<file path="src/rtl/ir_nec_pkg.sv">
// Shared NEC IR definitions: decoder state encoding, default pulse-width
// windows (clock cycles at 50 MHz) and small helpers for receiver and benches.
package ir_nec_pkg;

  localparam int unsigned CNT_W = 20;

  localparam int unsigned LEADER_MARK_MIN_DEF  = 400000;
  localparam int unsigned LEADER_MARK_MAX_DEF  = 500000;
  localparam int unsigned LEADER_SPACE_MIN_DEF = 200000;
  localparam int unsigned LEADER_SPACE_MAX_DEF = 250000;
  localparam int unsigned REPEAT_SPACE_MIN_DEF = 100000;
  localparam int unsigned REPEAT_SPACE_MAX_DEF = 125000;
  localparam int unsigned BIT_MARK_MIN_DEF     = 20000;
  localparam int unsigned BIT_MARK_MAX_DEF     = 35000;
  localparam int unsigned ZERO_SPACE_MIN_DEF   = 20000;
  localparam int unsigned ZERO_SPACE_MAX_DEF   = 35000;
  localparam int unsigned ONE_SPACE_MIN_DEF    = 70000;
  localparam int unsigned ONE_SPACE_MAX_DEF    = 100000;

  // Nominal durations, handy for a transmitter model.
  localparam int unsigned LEADER_MARK_NOM  = 450000;
  localparam int unsigned LEADER_SPACE_NOM = 225000;
  localparam int unsigned REPEAT_SPACE_NOM = 112500;
  localparam int unsigned BIT_MARK_NOM     = 28125;
  localparam int unsigned ZERO_SPACE_NOM   = 28125;
  localparam int unsigned ONE_SPACE_NOM    = 84375;

  typedef enum logic [2:0] {
    ST_IDLE,
    ST_LEAD_MARK,
    ST_LEAD_SPACE,
    ST_BIT_MARK,
    ST_BIT_SPACE,
    ST_STOP_MARK
  } state_e;

  function automatic int unsigned umax(input int unsigned a, input int unsigned b);
    return (a > b) ? a : b;
  endfunction

  function automatic logic in_win(input int unsigned c, input int unsigned lo,
                                  input int unsigned hi);
    return (c >= lo) && (c <= hi);
  endfunction

endpackage

</file>
<file path="src/rtl/ir_receiver_nec_edge_sync.sv">
// Two-flop synchronizer plus history flop for the IR pin; flags synchronized
// falling (mark start) and rising (mark end) transitions.
module ir_edge_sync (
  input  logic clk,
  input  logic rst_n,
  input  logic ir_in,
  output logic level,
  output logic fall,
  output logic rise
);

  logic sync1_q, sync1_d;
  logic sync2_q, sync2_d;
  logic hist_q, hist_d;

  always_comb begin
    sync1_d = ir_in;
    sync2_d = sync1_q;
    hist_d  = sync2_q;
  end

  // Idle line is high, so resetting to 1 avoids a spurious edge after reset.
  always_ff @(posedge clk or negedge rst_n) begin
    if (!rst_n) begin
      sync1_q <= 1'b1;
      sync2_q <= 1'b1;
      hist_q  <= 1'b1;
    end else begin
      sync1_q <= sync1_d;
      sync2_q <= sync2_d;
      hist_q  <= hist_d;
    end
  end

  assign level = sync2_q;
  assign fall  = hist_q & ~sync2_q;
  assign rise  = ~hist_q & sync2_q;

endmodule

</file>
<file path="src/rtl/ir_receiver_nec.sv">
// NEC infrared frame decoder: measures mark/space widths with a level counter
// and walks leader, 32 data bits and stop mark, reporting data/repeat/error.
module ir_receiver_nec
  import ir_nec_pkg::*;
#(
  parameter int unsigned LEADER_MARK_MIN  = LEADER_MARK_MIN_DEF,
  parameter int unsigned LEADER_MARK_MAX  = LEADER_MARK_MAX_DEF,
  parameter int unsigned LEADER_SPACE_MIN = LEADER_SPACE_MIN_DEF,
  parameter int unsigned LEADER_SPACE_MAX = LEADER_SPACE_MAX_DEF,
  parameter int unsigned REPEAT_SPACE_MIN = REPEAT_SPACE_MIN_DEF,
  parameter int unsigned REPEAT_SPACE_MAX = REPEAT_SPACE_MAX_DEF,
  parameter int unsigned BIT_MARK_MIN     = BIT_MARK_MIN_DEF,
  parameter int unsigned BIT_MARK_MAX     = BIT_MARK_MAX_DEF,
  parameter int unsigned ZERO_SPACE_MIN   = ZERO_SPACE_MIN_DEF,
  parameter int unsigned ZERO_SPACE_MAX   = ZERO_SPACE_MAX_DEF,
  parameter int unsigned ONE_SPACE_MIN    = ONE_SPACE_MIN_DEF,
  parameter int unsigned ONE_SPACE_MAX    = ONE_SPACE_MAX_DEF
) (
  input  logic       clk,
  input  logic       rst_n,
  input  logic       ir_in,
  output logic [7:0] addr,
  output logic [7:0] cmd,
  output logic       valid,
  output logic       rpt,
  output logic       err,
  output logic       busy
);

  localparam int unsigned LEAD_SPACE_LIM = umax(LEADER_SPACE_MAX, REPEAT_SPACE_MAX);
  localparam int unsigned BIT_SPACE_LIM  = umax(ZERO_SPACE_MAX, ONE_SPACE_MAX);

  logic level, fall, rise;
  logic mark_start, mark_end;

  ir_edge_sync u_sync (
    .clk   (clk),
    .rst_n (rst_n),
    .ir_in (ir_in),
    .level (level),
    .fall  (fall),
    .rise  (rise)
  );

  assign mark_start = fall & ~level;
  assign mark_end   = rise & level;

  logic [CNT_W-1:0] cnt_q, cnt_d;
  int unsigned      cnt32;

  always_comb begin
    if (fall | rise) begin
      cnt_d = '0;
    end else if (&cnt_q) begin
      cnt_d = cnt_q;
    end else begin
      cnt_d = cnt_q + CNT_W'(1);
    end
  end

  assign cnt32 = 32'(cnt_q);

  state_e      state_q, state_d;
  logic [31:0] word_q, word_d;
  logic [4:0]  bit_idx_q, bit_idx_d;
  logic        rep_flag_q, rep_flag_d;
  logic        good_q, good_d;
  logic [7:0]  addr_q, addr_d;
  logic [7:0]  cmd_q, cmd_d;
  logic        valid_q, valid_d;
  logic        rpt_q, rpt_d;
  logic        err_q, err_d;

  int unsigned limit;
  logic        timeout;
  logic        frame_ok;

  always_comb begin
    case (state_q)
      ST_LEAD_MARK:  limit = LEADER_MARK_MAX;
      ST_LEAD_SPACE: limit = LEAD_SPACE_LIM;
      ST_BIT_MARK:   limit = BIT_MARK_MAX;
      ST_BIT_SPACE:  limit = BIT_SPACE_LIM;
      ST_STOP_MARK:  limit = BIT_MARK_MAX;
      default:       limit = '1;
    endcase
  end

  assign timeout  = (state_q != ST_IDLE) && (cnt32 > limit);
  assign frame_ok = (word_q[23:16] == ~word_q[31:24]) && (word_q[7:0] == ~word_q[15:8]);

  always_comb begin
    state_d    = state_q;
    word_d     = word_q;
    bit_idx_d  = bit_idx_q;
    rep_flag_d = rep_flag_q;
    good_d     = good_q;
    addr_d     = addr_q;
    cmd_d      = cmd_q;
    valid_d    = 1'b0;
    rpt_d      = 1'b0;
    err_d      = 1'b0;

    // Timeout wins over any edge in the same cycle; that edge is consumed.
    if (timeout) begin
      err_d   = 1'b1;
      state_d = ST_IDLE;
    end else begin
      case (state_q)
        ST_IDLE: begin
          if (mark_start) begin
            state_d    = ST_LEAD_MARK;
            rep_flag_d = 1'b0;
          end
        end

        ST_LEAD_MARK: begin
          if (mark_end) begin
            if (in_win(cnt32, LEADER_MARK_MIN, LEADER_MARK_MAX)) begin
              state_d = ST_LEAD_SPACE;
            end else begin
              err_d   = 1'b1;
              state_d = ST_IDLE;
            end
          end
        end

        ST_LEAD_SPACE: begin
          if (mark_start) begin
            if (in_win(cnt32, LEADER_SPACE_MIN, LEADER_SPACE_MAX)) begin
              state_d   = ST_BIT_MARK;
              bit_idx_d = '0;
            end else if (in_win(cnt32, REPEAT_SPACE_MIN, REPEAT_SPACE_MAX)) begin
              state_d    = ST_STOP_MARK;
              rep_flag_d = 1'b1;
            end else begin
              err_d   = 1'b1;
              state_d = ST_IDLE;
            end
          end
        end

        ST_BIT_MARK: begin
          if (mark_end) begin
            if (in_win(cnt32, BIT_MARK_MIN, BIT_MARK_MAX)) begin
              state_d = ST_BIT_SPACE;
            end else begin
              err_d   = 1'b1;
              state_d = ST_IDLE;
            end
          end
        end

        ST_BIT_SPACE: begin
          if (mark_start) begin
            if (in_win(cnt32, ZERO_SPACE_MIN, ZERO_SPACE_MAX) ||
                in_win(cnt32, ONE_SPACE_MIN, ONE_SPACE_MAX)) begin
              word_d    = {word_q[30:0], in_win(cnt32, ONE_SPACE_MIN, ONE_SPACE_MAX)};
              bit_idx_d = bit_idx_q + 5'd1;
              state_d   = (bit_idx_q == 5'd31) ? ST_STOP_MARK : ST_BIT_MARK;
            end else begin
              err_d   = 1'b1;
              state_d = ST_IDLE;
            end
          end
        end

        ST_STOP_MARK: begin
          if (mark_end) begin
            state_d = ST_IDLE;
            if (!in_win(cnt32, BIT_MARK_MIN, BIT_MARK_MAX)) begin
              err_d = 1'b1;
            end else if (rep_flag_q) begin
              rpt_d = good_q;
            end else if (frame_ok) begin
              addr_d  = word_q[31:24];
              cmd_d   = word_q[15:8];
              valid_d = 1'b1;
              good_d  = 1'b1;
            end else begin
              err_d = 1'b1;
            end
          end
        end

        default: state_d = ST_IDLE;
      endcase
    end
  end

  always_ff @(posedge clk or negedge rst_n) begin
    if (!rst_n) begin
      cnt_q      <= '0;
      state_q    <= ST_IDLE;
      word_q     <= '0;
      bit_idx_q  <= '0;
      rep_flag_q <= 1'b0;
      good_q     <= 1'b0;
      addr_q     <= '0;
      cmd_q      <= '0;
      valid_q    <= 1'b0;
      rpt_q      <= 1'b0;
      err_q      <= 1'b0;
    end else begin
      cnt_q      <= cnt_d;
      state_q    <= state_d;
      word_q     <= word_d;
      bit_idx_q  <= bit_idx_d;
      rep_flag_q <= rep_flag_d;
      good_q     <= good_d;
      addr_q     <= addr_d;
      cmd_q      <= cmd_d;
      valid_q    <= valid_d;
      rpt_q      <= rpt_d;
      err_q      <= err_d;
    end
  end

  assign addr  = addr_q;
  assign cmd   = cmd_q;
  assign valid = valid_q;
  assign rpt   = rpt_q;
  assign err   = err_q;
  assign busy  = (state_q != ST_IDLE);

endmodule

</file>
<file path="config.mk">
export PLATFORM = sky130hd
export DESIGN_NAME = ir_receiver_nec
export DESIGN_NICKNAME = d
export VERILOG_FILES = /design/src/rtl/ir_nec_pkg.sv /design/src/rtl/ir_receiver_nec_edge_sync.sv /design/src/rtl/ir_receiver_nec.sv
export SDC_FILE = /design/constraint.sdc
export NUM_CORES = 1
export LEC_CHECK = 0
export BUFFER_PORTS_ARGS = -buffer_cell sky130_fd_sc_hd__buf_2
export CORE_ASPECT_RATIO = 2
export CORE_MARGIN = 3
export CORE_UTILIZATION = 50
export DETAILED_ROUTE_END_ITERATION = 8
export PLACE_DENSITY = 0.7
export SLEW_MARGIN = 20
export SYNTH_ARGS = -nofsm -noshare
export SYNTH_HDL_FRONTEND = slang
export SYNTH_SLANG_ARGS = --single-unit
</file>
<file path="constraint.sdc">
create_clock -name clk -period 3.8 [get_ports clk]
set_clock_uncertainty 0.05 [all_clocks]
set_input_delay 0.57 -clock clk [delete_from_list [all_inputs] [get_ports clk]]
set_output_delay 0.57 -clock clk [all_outputs]
set_load 0.02 [all_outputs]
</file>
# --- Word level (Yosys, flattened, before mapping) ---
# Index checks and enable logic that the tools add are counted.
classes:
  n_addsub: 2
  magnitude_cmp: 11
  eq_ne: 22
  n_mux: 53
  n_bitwise: 11
  reduce_logical: 19
ops:
  columns: ["cell", "n"]
  rows:
  - ["32-bit case mux with 4 select lines", 1]
  - ["20-bit by 17-bit >= comparator with 1-bit output (second input constant)", 2]
  - ["20-bit by 17-bit less-or-equal comparator with 1-bit output (second input constant)", 2]
  - ["20-bit two-way mux", 2]
  - ["3-bit two-way mux", 12]
  - ["20-bit by 32-bit greater-than comparator with 1-bit output", 1]
  - ["1-bit two-way mux", 29]
  - ["6-bit AND reduction", 4]
  - ["20-bit by 1-bit adder with 20-bit output (second input constant)", 1]
  - ["20-bit by 15-bit >= comparator with 1-bit output (second input constant)", 1]
  - ["20-bit by 18-bit >= comparator with 1-bit output (second input constant)", 1]
  - ["20-bit by 19-bit >= comparator with 1-bit output (second input constant)", 1]
  - ["20-bit by 16-bit less-or-equal comparator with 1-bit output (second input constant)", 1]
  - ["20-bit by 18-bit less-or-equal comparator with 1-bit output (second input constant)", 1]
  - ["20-bit by 19-bit less-or-equal comparator with 1-bit output (second input constant)", 1]
  - ["5-bit two-way mux", 4]
  - ["20-bit AND reduction", 1]
  - ["3-bit inequality test (second input constant)", 6]
  - ["3-bit case mux with 6 select lines", 1]
  - ["8-bit equality test", 2]
  - ["2-bit inequality test (second input constant)", 8]
  - ["8-bit inverter", 2]
  - ["5-bit case mux with 2 select lines", 1]
  - ["1-bit logical AND", 7]
  - ["17 further kinds", 26]
word_totals:
  regBits: 84
  input_bits: 3
  elab_cells: 132

# --- Logic depth before layout (Yosys ltp) ---
depth:
  ltp_word: 9
  ltp_mapped: 14

# --- Modules after synthesis ---
# From an unflattened synthesis, not the netlist that was laid out.
unflattened:
  cells_unflattened: 495
  hier_area_um2: 4946.0
by_module_without_submodules:
  columns: ["module", "n_inst", "cells_each", "area_per_inst_um2"]
  rows:
  - ["ir_receiver_nec", 1, 490, 4852.2]
  - ["ir_edge_sync", 1, 5, 93.8]

# --- Worst setup path before layout ---
# No wires, ideal clock.
synth_timing:
  path_type: "register to register"
  start: "register state_q[1]"
  end: "register addr_q[0] (netlist: addr[0])"
  setup_ps: 127
  arrival_time_ps: 3473
  t_required_ps: 3623
  path_slack_ps: 149
  stages_incl_launch_ff: 15
  period_less_slack_ps: 3651
  cell_sequence: "dfrtp_1 buf_2 inv_1 nand2_1 o21ai_0 ha_1 and3_1 a221o_1 o21ai_1 a21oi_1 a211o_1 buf_4 a2111oi_4 buf_6 mux2_1"
synth_between:
  elab_chain_len: 7
  word_cells_on_any_way: 12
synth_lines:
  columns: ["element", "line_no", "source"]
  rows:
  - ["start, declared", "ir_receiver_nec.sv:63", "state_e state_q, state_d;"]
  - ["start signal, assigned", "ir_receiver_nec.sv:206", "state_q <= state_d;"]
  - ["3-bit equality test or 3-bit by 2-bit equality test with 1-bit output (tied branches)", "ir_receiver_nec.sv:79, ir_receiver_nec.sv:109", null]
  - ["2-bit OR reduction (no source line)", null, null]
  - ["32-bit case mux with 4 select lines", "ir_receiver_nec.sv:79", "case (state_q)"]
  - ["20-bit by 32-bit greater-than comparator with 1-bit output", "ir_receiver_nec.sv:89", "assign timeout = (state_q != ST_IDLE) && (cnt32 > limit);"]
  - ["1-bit logical AND", "ir_receiver_nec.sv:89", null]
  - ["1-bit inverter (no source line)", null, null]
  - ["6-bit AND reduction (no source line) *", null, null]
  - ["end signal, assigned", "ir_receiver_nec.sv:211", "addr_q <= addr_d;"]
  - ["end, declared", "ir_receiver_nec.sv:68", "logic [7:0] addr_q, addr_d;"]
# Mark *: on every way between the ends. The rest lies on a longest branch, timed or not.
# A chain may end at the register's enable or synchronous reset.

# --- Final worst setup path ---
layout_timing:
  start: "register state_q[2]"
  end: "register cmd_q[2] (netlist: cmd[2])"
layout_between:
  elab_chain_len: 7
  word_cells_on_any_way: 12
layout_lines:
  columns: ["element", "line_no", "source"]
  rows:
  - ["3-bit equality test or 3-bit by 2-bit equality test with 1-bit output (tied branches)", "ir_receiver_nec.sv:79, ir_receiver_nec.sv:109", null]
  - ["2-bit OR reduction (no source line)", null, null]
  - ["32-bit case mux with 4 select lines", "ir_receiver_nec.sv:79", null]
  - ["20-bit by 32-bit greater-than comparator with 1-bit output", "ir_receiver_nec.sv:89", null]
  - ["1-bit logical AND", "ir_receiver_nec.sv:89", null]
  - ["1-bit inverter (no source line)", null, null]
  - ["6-bit AND reduction (no source line) *", null, null]
  - ["end signal, assigned", "ir_receiver_nec.sv:212", "cmd_q <= cmd_d;"]
  - ["end, declared", "ir_receiver_nec.sv:69", "logic [7:0] cmd_q, cmd_d;"]
# Marks and branches as above.

==> run_results.csv <==
group,metric,value,unit
drt,ant_nets,0,
clock_tree,insertion_delay,330,ps
final_layout,layout.nets,530,
timing,setup_viol,0,
clock_tree,cts_tree,"done",
job,drv_cap,0,
drt,routedWlPerCell,20.0,microns
global_route,antenna_found_initial,0,
logic_synthesis,synth_cell_types,74,
timing,fin_setup_tns,0,ps
timing,max_freq,284,MHz
critical_path,worstPathMaxFanout,17,
clock_tree,post_cts_buffers,0,
critical_path,critPathLaunchType,"register",
final_layout,postLayoutCellArea,5560,sq um
timing,hold_viol,0,
placed_design,portBuffers,22,
clock_tree,cts_buffer_depth,2,
critical_path,critPathKind,"register to register",
floorplanning,die_h,147,microns
floorplanning,initial_utilization,51.2,%
drt,drt-total-wl,12.9,mm
final_layout,drive_above_1_share,21.1,%
global_route,track_usage,23.9,%
timing,max_slew_margin,46.9,%
final_layout,final_common_cell,"dfrtp_1",
drt,first_pass_iters,4,
final_layout,fill_cells,854,
logic_synthesis,mappedNetlistArea,5000,sq um
timing,fin_crit_sh,92.7,%
clock_tree,cts_resized,0,
logic_synthesis,synthArstFlopShare,100,%
power,peakVddDrop,344,uV
drt,via_count,3967,
timing,drv_slew,0,
critical_path,cp-end-kind,"register",
placed_design,placed_cell_area,5280,sq um
final_layout,syn2layout_area_growth,11.3,%
logic_synthesis,synth_nets,510,
logic_synthesis,seq_area_frac_synth,42.1,%
floorplanning,dieArea,11300,sq um
global_route,grt_pass1_vias,4251,
global_route,grt_overflow_total,0,
clock_tree,ctsHoldBuffers,0,
floorplanning,die_w,76.7,microns
global_route,grt_max_degree,85,
clock_tree,cts_sinks,84,
min_path,hp-class,"input pin to asynchronous set/reset pin",
critical_path,crit_arrival,3690,ps
logic_synthesis,synth_area_per_cell,10.2,sq um
final_layout,utilization,57.0,%
drt,routed_via_density,6.15,
placed_design,gp_congestion,0.991,
global_route,grt_first_pass_wirelength,21.2,mm
logic_synthesis,synth-seq-cells,84,
logic_synthesis,ys_warn_count,0,
outcome,outcome,"finished, final reports clean",
power,p_leak,2.56,nW
floorplanning,io_pins,23,
floorplanning,fp-row-count,51,
clock_tree,clkSlewWorstSetupHoldPaths,60,ps
clock_tree,htreeDepth,3,
timing,min_period,3520,ps
logic_synthesis,synthCells,488,
logic_synthesis,synth_edf_count,0,
floorplanning,coreArea,9760,sq um
final_layout,diodes,0,
clock_tree,cts_made_buffers,9,
drt,drc,0,
clock_tree,cts-root-buf,"clkbuf_16",
final_layout,final_cell_mix,"dfrtp_1 (81), nor2_1 (48), mux2_2 (36)",
logic_synthesis,synth_top_flop_cell,"dfrtp_1",
power,powerDensity,366,nW/um^2
timing,rsz0062_at_grt,"false",
placed_design,hpwl,9.45,mm
drt,drt_iter0_markers,241,
timing,worst_slew_pin_slew,790,ps
critical_path,cp.required,3970,ps
==> worst paths after layout <==
kind | slack (ps) | startpoint | end | depth (start not counted)
max in group asynchronous | 2940 | rst_n | word_q[13] | 1
worst min-delay path | 190 | rst_n | rpt | 1
worst max-delay path | 280 | state_q[2] | cmd[2] | 11
worst max register to register | 280 | state_q[2] | cmd[2] | 11
min in group clk | 280 | ir_in | u_sync.sync1_q | 1
worst min register to register | 330 | u_sync.level | u_sync.hist_q | 0
==> report_power, final <==
| group | internal [mW] | total, mW | switching, mW | leakage [nW] |
|---|---|---|---|---|
| Clock | 0.459 | 0.815 | 0.356 | 0.135 |
| Sequential | 0.908 | 0.941 | 0.0323 | 1.16 |
| Combinational | 0.105 | 0.283 | 0.178 | 1.27 |
==> area by class of cell <==
type                       instances  area (sq um)  share of cell area [%]
tap                              132           165                    2.97
sequential                        84          2110                    37.8
timing repair buffer              39           269                    4.83
clock buffer                      10           239                    4.30
inverter                          16          60.1                    1.08
multi-input combinational        358          2690                    48.3
clock inverter                     6          38.8                   0.697
==> cells in the mapped netlist, types with 3 or more instances <==
cell / number / area, sq um
nand3_1: 14 / 70.1
mux2_2: 36 / 405
nand2_1: 28 / 105
ha_1: 19 / 238
a21oi_1: 15 / 75.1
mux2_1: 15 / 169
inv_1: 16 / 60.1
or4_1: 4 / 30.0
xnor2_1: 24 / 210
buf_1: 3 / 11.3
nor2b_1: 3 / 18.8
dfrtp_1: 81 / 2030
o21bai_1: 3 / 22.5
mux2i_1: 4 / 40.0
clkbuf_1: 16 / 60.1
dfstp_2: 3 / 78.8
and3_1: 7 / 43.8
buf_2: 5 / 25.0
nor2_1: 48 / 180
nor3_1: 16 / 80.1
and2_1: 3 / 18.8
nor4_1: 9 / 56.3
o21a_1: 4 / 30.0
o311ai_0: 3 / 26.3
or2_2: 3 / 18.8
o31a_1: 3 / 26.3
xor2_1: 13 / 114
or3_1: 5 / 31.3
nand4_1: 13 / 81.3
a31oi_1: 3 / 18.8
buf_4: 5 / 37.5
nor3b_1: 3 / 22.5
o21ai_0: 11 / 55.1
and4_1: 3 / 26.3
==> critical path, stage by stage, from the launching register on <==
cell and delay, ps:
dfrtp_1 610, and2_1 330, nor2_1 130, ha_1 330, nand4b_1 100, mux2_1 360
nor2_1 100, nor4b_2 320, nor4_4 150, a2111oi_4 360, buf_12 210, mux2_2 340
==> sequential cells by signal, summed over array words and instances, names as in the netlist <==
signal          count
valid               1
state_q             3
cmd                 8
addr                8
good_q              1
rep_flag_q          1
err                 1
u_sync.hist_q       1
cnt_q              20
rpt                 1
word_q             32
u_sync.level        1
bit_idx_q           5
u_sync.sync1_q      1
==> through the flow <==
step | setup slack, ps | instances | hold WS (ps) | total power [mW]
floorplan | 149 | 488 | 224 | 1.15
global placement | 360 | 629 | 317 | 1.23
detailed placement | 266 | 629 | 317 | 1.24
CTS | 249 | 645 | 274 | 2.05
global route | 68.1 | 645 | 272 | 2.13
finish | 277 | 645 | 194 | 2.04
==> routing by layer <==
metal,wire length [microns],track usage (%),vias to the layer above
met4,792,16.8,0
met3,454,3.60,54
met5,0,0,-
met1,4600,23.4,1976
met2,7080,44.6,130
li1,-,-,1807
==> cell families after synthesis <==
kind of cell / synth area share, %
muxes: 12.3
xor gates and xnor gates: 7.04
AOI/OAI and AO/OA: 11.9
DFF: 42.1
and+or+nand+nor: 17.6
adders and majority gates: 4.96
buffers and inverters: 4.11
(Power assumes the default switching activity.)
